===== src/rtl/mdu_hilo_ctrl_pkg.sv =====
// Shared op codes, FSM states and op-class helpers for the MDU/HI-LO sequencer.
package mdu_hilo_ctrl_pkg;

  localparam int OP_W = 5;

  localparam logic [OP_W-1:0] NOP_CONTROL   = 5'd0;
  localparam logic [OP_W-1:0] MULT_CONTROL  = 5'd1;
  localparam logic [OP_W-1:0] MULTU_CONTROL = 5'd2;
  localparam logic [OP_W-1:0] DIV_CONTROL   = 5'd3;
  localparam logic [OP_W-1:0] DIVU_CONTROL  = 5'd4;
  localparam logic [OP_W-1:0] MTHI_CONTROL  = 5'd5;
  localparam logic [OP_W-1:0] MTLO_CONTROL  = 5'd6;
  localparam logic [OP_W-1:0] MFHI_CONTROL  = 5'd7;
  localparam logic [OP_W-1:0] MFLO_CONTROL  = 5'd8;
  localparam logic [OP_W-1:0] MADD_CONTROL  = 5'd9;
  localparam logic [OP_W-1:0] MADDU_CONTROL = 5'd10;
  localparam logic [OP_W-1:0] MSUB_CONTROL  = 5'd11;
  localparam logic [OP_W-1:0] MSUBU_CONTROL = 5'd12;

  typedef enum logic [1:0] {
    S_IDLE = 2'd0,
    S_BUSY = 2'd1,
    S_DONE = 2'd2
  } state_e;

  function automatic logic is_mult(input logic [OP_W-1:0] op);
    return (op == MULT_CONTROL) || (op == MULTU_CONTROL);
  endfunction

  function automatic logic is_div(input logic [OP_W-1:0] op);
    return (op == DIV_CONTROL) || (op == DIVU_CONTROL);
  endfunction

  function automatic logic is_acc(input logic [OP_W-1:0] op);
    return (op == MADD_CONTROL) || (op == MADDU_CONTROL) ||
           (op == MSUB_CONTROL) || (op == MSUBU_CONTROL);
  endfunction

  function automatic logic is_sub(input logic [OP_W-1:0] op);
    return (op == MSUB_CONTROL) || (op == MSUBU_CONTROL);
  endfunction

  // The MDU only knows plain multiplies; accumulate variants reuse them.
  function automatic logic [OP_W-1:0] map_op(input logic [OP_W-1:0] op);
    logic [OP_W-1:0] m;
    m = op;
    if (op == MADD_CONTROL || op == MSUB_CONTROL)   m = MULT_CONTROL;
    if (op == MADDU_CONTROL || op == MSUBU_CONTROL) m = MULTU_CONTROL;
    return m;
  endfunction

endpackage


===== src/rtl/mdu_hilo_ctrl_hilo_regfile.sv =====
// Architectural HI/LO register pair with independent write enables.
module mdu_hilo_ctrl_hilo_regfile (
  input  logic        clk,
  input  logic        rst,
  input  logic        we_hi,
  input  logic        we_lo,
  input  logic [31:0] wd_hi,
  input  logic [31:0] wd_lo,
  output logic [31:0] hi,
  output logic [31:0] lo
);

  logic [31:0] hi_q, hi_d, lo_q, lo_d;

  always_comb begin
    hi_d = we_hi ? wd_hi : hi_q;
    lo_d = we_lo ? wd_lo : lo_q;
  end

  always_ff @(posedge clk) begin
    if (rst) begin
      hi_q <= '0;
      lo_q <= '0;
    end else begin
      hi_q <= hi_d;
      lo_q <= lo_d;
    end
  end

  assign hi = hi_q;
  assign lo = lo_q;

endmodule


===== src/rtl/mdu_hilo_ctrl.sv =====
// EX-stage sequencer for the MDU: issues ops, stalls on divides, commits HI/LO.
// Define HILO_ACC_EN to accept MADD/MADDU/MSUB/MSUBU (accumulate into {hi,lo}).
module mdu_hilo_ctrl
  import mdu_hilo_ctrl_pkg::*;
#(
  parameter int OPW     = 5,
  parameter int DIV_MAX = 40
) (
  input  logic            clk,
  input  logic            rst,
  input  logic            flush,
  input  logic            stall_in,
  input  logic            ex_valid,
  input  logic [OPW-1:0]  ex_op,
  input  logic [31:0]     ex_rs,
  input  logic [63:0]     mdu_result,
  input  logic            mdu_ready,
  output logic [OPW-1:0]  mdu_control,
  output logic            mdu_en,
  output logic            mdu_clear,
  output logic            ex_stall,
  output logic [31:0]     hilo_rdata,
  output logic [31:0]     hi,
  output logic [31:0]     lo
);

  localparam int CW = $clog2(DIV_MAX + 1) + 1;

  state_e      state_q, state_d;
  logic [63:0] res_q, res_d;
  logic [CW-1:0] busy_cnt_q, busy_cnt_d;

  logic        live, op_mult, op_div, acc_op;
  logic [63:0] mult_val, cval;
  logic        commit, we_hi, we_lo;
  logic [31:0] wd_hi, wd_lo;

  always_comb begin
    acc_op   = 1'b0;
    mult_val = mdu_result;
`ifdef HILO_ACC_EN
    acc_op = is_acc(ex_op);
    if (acc_op)
      mult_val = is_sub(ex_op) ? ({hi, lo} - mdu_result) : ({hi, lo} + mdu_result);
`endif
  end

  always_comb begin
    live      = ex_valid & ~flush;
    op_mult   = is_mult(ex_op) | acc_op;
    op_div    = is_div(ex_op);
    state_d   = state_q;
    res_d     = res_q;
    ex_stall  = 1'b0;
    mdu_clear = 1'b0;
    commit    = 1'b0;
    cval      = res_q;
    unique case (state_q)
      S_IDLE: begin
        // A stalled mult just retries; the pipeline is already held downstream.
        if (live && op_mult && !stall_in) begin
          commit = 1'b1;
          cval   = mult_val;
        end else if (live && op_div) begin
          ex_stall = 1'b1;
          state_d  = S_BUSY;
        end
      end
      S_BUSY: begin
        ex_stall = 1'b1;
        if (flush) begin
          mdu_clear = 1'b1;
          state_d   = S_IDLE;
        end else if (mdu_ready) begin
          res_d   = mdu_result;
          state_d = S_DONE;
        end
      end
      S_DONE: begin
        ex_stall = stall_in;
        if (flush) begin
          state_d = S_IDLE;
        end else if (!stall_in) begin
          commit  = 1'b1;
          cval    = res_q;
          state_d = S_IDLE;
        end
      end
      default: state_d = S_IDLE;
    endcase
  end

  always_comb begin
    we_hi = commit | (live & ~stall_in & (ex_op == MTHI_CONTROL));
    we_lo = commit | (live & ~stall_in & (ex_op == MTLO_CONTROL));
    wd_hi = commit ? cval[63:32] : ex_rs;
    wd_lo = commit ? cval[31:0]  : ex_rs;
  end

  always_comb begin
    mdu_en      = ~stall_in;
    mdu_control = NOP_CONTROL;
    if (!rst && ex_valid && (op_mult || op_div))
      mdu_control = map_op(ex_op);
    hilo_rdata = 32'd0;
    if (ex_op == MFHI_CONTROL) hilo_rdata = hi;
    if (ex_op == MFLO_CONTROL) hilo_rdata = lo;
  end

  always_comb begin
    busy_cnt_d = '0;
    if (state_q == S_BUSY)
      busy_cnt_d = (busy_cnt_q == CW'(DIV_MAX)) ? busy_cnt_q : busy_cnt_q + 1'b1;
  end

  always_ff @(posedge clk) begin
    if (rst) begin
      state_q    <= S_IDLE;
      res_q      <= '0;
      busy_cnt_q <= '0;
    end else begin
      state_q    <= state_d;
      res_q      <= res_d;
      busy_cnt_q <= busy_cnt_d;
    end
  end

  always_ff @(posedge clk) begin
    if (!rst && state_q == S_BUSY)
      assert (busy_cnt_q < CW'(DIV_MAX));
  end

  mdu_hilo_ctrl_hilo_regfile u_regs (
    .clk   (clk),
    .rst   (rst),
    .we_hi (we_hi),
    .we_lo (we_lo),
    .wd_hi (wd_hi),
    .wd_lo (wd_lo),
    .hi    (hi),
    .lo    (lo)
  );

endmodule


===== config.mk =====
export PLATFORM = sky130hd
export DESIGN_NAME = mdu_hilo_ctrl
export DESIGN_NICKNAME = d
export VERILOG_FILES = /design/src/rtl/mdu_hilo_ctrl_pkg.sv /design/src/rtl/mdu_hilo_ctrl_hilo_regfile.sv /design/src/rtl/mdu_hilo_ctrl.sv
export SDC_FILE = /design/constraint.sdc
export NUM_CORES = 1
export LEC_CHECK = 0
export ABC_CLOCK_PERIOD_IN_PS = 2850
export CELL_PAD_IN_SITES_DETAIL_PLACEMENT = 0
export CELL_PAD_IN_SITES_GLOBAL_PLACEMENT = 1
export CORE_ASPECT_RATIO = 0.75
export CORE_MARGIN = 2
export CORE_UTILIZATION = 45
export DETAILED_ROUTE_END_ITERATION = 10
export DONT_BUFFER_PORTS = 1
export GPL_TIMING_DRIVEN = 1
export PLACE_DENSITY = 0.89
export SYNTH_ARGS = -nofsm -noshare
export SYNTH_HDL_FRONTEND = slang
export SYNTH_SLANG_ARGS = --single-unit

===== constraint.sdc =====
create_clock -name clk -period 2.85 [get_ports clk]
set_clock_uncertainty 0.05 [all_clocks]
set_input_delay 0.57 -clock clk [delete_from_list [all_inputs] [get_ports clk]]
set_output_delay 0.57 -clock clk [all_outputs]
set_load 0.05 [all_outputs]

# After elaboration in Yosys (flattened, before gate mapping)
# Index checks and enable logic that the tools add are counted.
# word_totals
reg_bits,130
inputBits,107
out_inout_bits,104
elab_cells,70
# classes
eq_ne,18
muxes,25
bitwise,8
reduce_logical,15
# op_table
cell,count
$mux 32,4
$mux 64,2
$eq 5x4->1 const B,5
$eq 5x3->1 const B,4
$mux 5,3
$mux 2,6
$eq 5x2->1 const B,2
$mux 1,7
$ne 3x3->1 const B,2
$pmux 2 s3,1
$eq 5x1->1 const B,1
$logic_and 1x1->1,5
$logic_or 1x1->1,5
$and 1x1->1,4
$ne 2x2->1 const B,2
$reduce_and 4->1,1
$pmux 1 s3,1
$reduce_and 3->1,1
$eq 2x1->1 const B,1
$eq 2x2->1 const B,1
$logic_not 1->1,2
$logic_not 2->1,1
$not 1->1,2
$or 1x1->1,2
$pmux 1 s2,1

# Depth between registers and ports, before layout
# depth
ltp_word,7
ltp_mapped,7
ltp_nobuf,4

# Hierarchy
# From an unflattened synthesis, not the netlist that was laid out.
# unflattened
hier_cells,721
area_unflattened_um2,6461.2
# modules_own_cells
module,instances,cells_per_inst,area_each_um2,seq_area_each_um2
mdu_hilo_ctrl,1,514,4121.5,1321.3
mdu_hilo_ctrl_hilo_regfile,1,207,2339.7,1281.2

# Worst setup path after synthesis
# OpenSTA, ideal clock, no wires.
# synth_timing
kind,input-to-output
start,input ex_op[3]
end,output mdu_control[2]
t_arrival_ns,2.195
required_time_ns,2.230
setup_slack_ns,0.035
cell_stages,3
n_path_buf,1
cell_sequence,or3b_1 buf_2 nor3_1
# synth_between
elab_chain_len,5
elab_cells_between_ends,17
cone_classes,8 x eq/ne; 3 x mux; 6 x reduce/logical
# synth_rtl
item,line_no,text
from (decl),mdu_hilo_ctrl.sv:14,"input logic [OPW-1:0] ex_op,"
"$eq 5x4->1, or another cell as far along",mdu_hilo_ctrl_pkg.sv:47,if (op == MADD_CONTROL || op == MSUB_CONTROL) m = MULT_CONTROL;
"$logic_or 1x1->1, on equally long branches","mdu_hilo_ctrl_pkg.sv:47, mdu_hilo_ctrl_pkg.sv:27, mdu_hilo_ctrl_pkg.sv:31",
$mux 5 or $logic_or 1x1->1 (tied branches),"mdu_hilo_ctrl_pkg.sv:47, mdu_hilo_ctrl.sv:103",
$mux 5 or $logic_and 1x1->1 (tied branches),"mdu_hilo_ctrl_pkg.sv:48, mdu_hilo_ctrl.sv:103",
$mux 5 *,mdu_hilo_ctrl.sv:103,if (!rst && ex_valid && (op_mult || op_div))
to (decl),mdu_hilo_ctrl.sv:18,"output logic [OPW-1:0] mdu_control,"
# Every way passes the cells marked *; elsewhere a longest branch is shown, timed or not.

# Worst setup path in the final report
# layout_timing
start,input ex_op[3]
end,output ex_stall
# layout_between
elab_chain_len,6
elab_cells_between_ends,12
cone_classes,4 x eq/ne; 3 x mux; 5 x reduce/logical
# layout_rtl
item,line_no,text
"$eq 5x2->1, or another cell as far along",mdu_hilo_ctrl_pkg.sv:31,return (op == DIV_CONTROL) || (op == DIVU_CONTROL);
"$logic_or 1x1->1, on equally long branches","mdu_hilo_ctrl_pkg.sv:31, mdu_hilo_ctrl_pkg.sv:27",
"$logic_and 1x1->1, on equally long branches","mdu_hilo_ctrl.sv:64, mdu_hilo_ctrl.sv:61",
$mux 1 or $logic_and 1x1->1 (tied branches),"mdu_hilo_ctrl.sv:64, mdu_hilo_ctrl.sv:61",
$mux 1 *,mdu_hilo_ctrl.sv:61,if (live && op_mult && !stall_in) begin
$pmux 1 s3 *,mdu_hilo_ctrl.sv:58,unique case (state_q)
to (decl),mdu_hilo_ctrl.sv:21,"output logic ex_stall,"
# Marked as above.

==> results.tsv <==
metric	value	unit
outcome	completed	
Hold Fails Final Rpt	0	
Initial Util	0.457	
die height	103	um
Power, Total	4.40	mW
initial antenna violation count	0	
Setup Fix Bufs, Post-CTS	0	
grt total ovfl	0	
Setup-failing EPs final	0	
Post-CTS Resized	0	
DRT Wirelength	19.4	mm
syn avg cell area	8.44	um2
largest family of logic cells by synthesized area	compound AO/OA/AOI/OAI gates	
number of core rows	36	
Worst EP required	2.23	ns
I/O pin count	211	
vias in the first global route	5696	
final std cells w/o fill	879	
via count	5699	
clk_lat worst skew	0.42	ns
adder-cell share of the synthesized area	0	
CTS sink cnt	130	
met3 Use GR	0.104	
worst-margin pin slew	0.770	ns
Iteration-0 DRC Markers	450	
Worst-path clk slew	0.05	ns
M2 GR Usage	0.433	
CTS tree	done	
drt wl/cell	22.1	um
XOR/XNOR share of the synthesized area	0.00149	
peak supply drop	0.000384	V
die extent in x	136	um
leading cell type in the layout, fill and taps excluded	nand2_1	
met1 usage	0.341	
Final nets	802	
FILL cells	1136	
worst rel slew slack	0.486	
Hold Buf Count CTS	0	
Antenna diodes	0	
Final period util	0.860	
core area	12800	um2
Worst setup SP type	input pin	
post-DP HPWL	12.4	mm
die area	14000	um2
CTS H-tree depth	4	
minimum clock period	2.45	ns
maximum root-to-sink buffer count	2	
Max Freq	408	MHz
commonest cells after routing, fill and taps aside	nand2_1, dfxtp_1, nor3_1, a21oi_1, a22oi_1	
Netlist Area Pre-Place	5870	um2
drt first pass iters	5	
Cell Pwr Density	605	nW/um2
port bufs	0	
Synth Warn #	0	
Compound-Gate Fraction of Synth Area	0.297	
setup TNS	0	ns
busiest grt layer	met2	
largest net degree at the start of global routing	133	
Antenna Violating Nets Remaining	0	
RSZ-0062 raised after global routing	no	
first-pass GRT wire length	29.5	mm
layout cells sized above 1	0.143	
Seq cells post-synth	130	
Crit. End Element	output pin	
placed cell count	847	
Placed Instance Area	6620	um2
CP arrival	1.83	ns
sequential share of the synthesized area	0.444	
clk root buf	clkbuf_16	
GP Congestion	0.822	
GRT Util Overall	0.274	
post-route design area	7270	um2
Critical Path Fanout Max	6	
# Max-Cap Violations	0	
Gate Count Post-Synth	695	
Setup Crit Path Kind	input pin to output pin	
cts bufs inserted	17	
Hold Crit Class	input pin to flip-flop	
vias per inst	6.48	
Synth Area in Simple Gates	0.192	
LEAKAGE	2.35	nW
Area growth syn-to-layout	24.0	%
DRC viols	0	
mux contribution to synthesized area	0	
synth unique cells	35	
Final Max Tran Viols	0	
-- registers in the layout, summed over array words and instances, names as in the netlist --
register / count
u_regs.hi: 32
u_regs.lo: 32
res_q: 64
state_q: 2
-- power breakdown --
| part | total, mW | leakage [nW] | internal [mW] | switching, mW |
|---|---|---|---|---|
| registers | 1.88 | 1.05 | 1.83 | 0.0510 |
| clock network | 2.41 | 0.317 | 1.62 | 0.790 |
| logic | 0.109 | 0.989 | 0.0372 | 0.0717 |
| total | 4.40 | 2.35 | 3.49 | 0.913 |
-- worst paths after layout --
path                                 from                         end  slack (ns)  cells after the start
setup / recovery                 ex_op[3]                    ex_stall        0.40                      5
hold / removal                        rst   u_regs.lo[2]$_SDFFE_PP0P_        0.17                      1
setup reg to reg  state_q[0]$_SDFFE_PP0P_  u_regs.hi[18]$_SDFFE_PP0P_        0.57                      6
hold reg to reg    res_q[57]$_SDFFE_PP0P_      res_q[57]$_SDFFE_PP0P_        0.40                      2
-- per-stage QoR --
step	setup WS, ns	utilization	hold WS, ns
global placement	0.465	0.515	0.386
finish	0.398	0.566	0.166
detailed placement	0.413	0.515	0.391
global route	0.328	0.566	0.151
floorplan	0.0353	-	0.387
CTS	0.413	0.566	0.155
-- kinds of logic after synthesis --
kind of cell | after synthesis
simple gates | 253
compound gates | 231
flops | 130
buf+inv | 79
xor+xnor | 1
other cells | 1
-- per-layer routing --
metal	part of all wire	routed length (um)	vias to the layer above
li1	-	-	2587
met1	0.39	7640	2776
met2	0.46	8960	305
met3	0.13	2510	31
met4	0.014	280	0
met5	0	0	-
-- worst max-delay path, stage by stage --
cell      delay (ns)
or3b_1          0.40
buf_4           0.19
a211oi_1        0.19
o21ai_0         0.11
nand2_1         0.38
-- cell type report --
type                    count  area, um2  share of cell area
clock inverters             9        176              0.0243
inverters                   3       11.3             0.00155
flip-flops and latches    130       2600               0.358
well taps                 171        214              0.0294
multi-input cells         487       2910               0.400
clock buffers              23        478              0.0657
repair buffers             56        883               0.121
-- Yosys cell counts --
library cell | instances | area, um2
a311oi_1 | 59 | 517
and3_1 | 1 | 6.26
or3b_1 | 1 | 8.76
nand2b_1 | 2 | 12.5
o21ai_0 | 1 | 5.00
buf_2 | 13 | 65.1
or3b_2 | 1 | 8.76
nor4_4 | 1 | 21.3
a211oi_1 | 2 | 15.0
a22o_1 | 32 | 280
nand3b_1 | 1 | 7.51
a311oi_2 | 5 | 75.1
xnor2_1 | 1 | 8.76
buf_6 | 8 | 90.1
nor3_1 | 68 | 340
and4_1 | 1 | 8.76
o41a_1 | 1 | 11.3
clkbuf_1 | 53 | 199
or2_2 | 1 | 6.26
o21a_1 | 1 | 7.51
a21oi_1 | 65 | 325
or3_1 | 3 | 18.8
nor4bb_1 | 1 | 10.0
o41ai_4 | 1 | 27.5
nor4_1 | 2 | 12.5
dfxtp_1 | 130 | 2600
buf_4 | 2 | 15.0
or4b_2 | 1 | 10.0
a22oi_1 | 64 | 480
nand2_1 | 162 | 608
nor2_1 | 2 | 7.51
conb_1 | 1 | 3.75
and2_1 | 3 | 18.8
inv_1 | 3 | 11.3
and4b_1 | 2 | 20.0
Power figures use the tool's default switching activity.
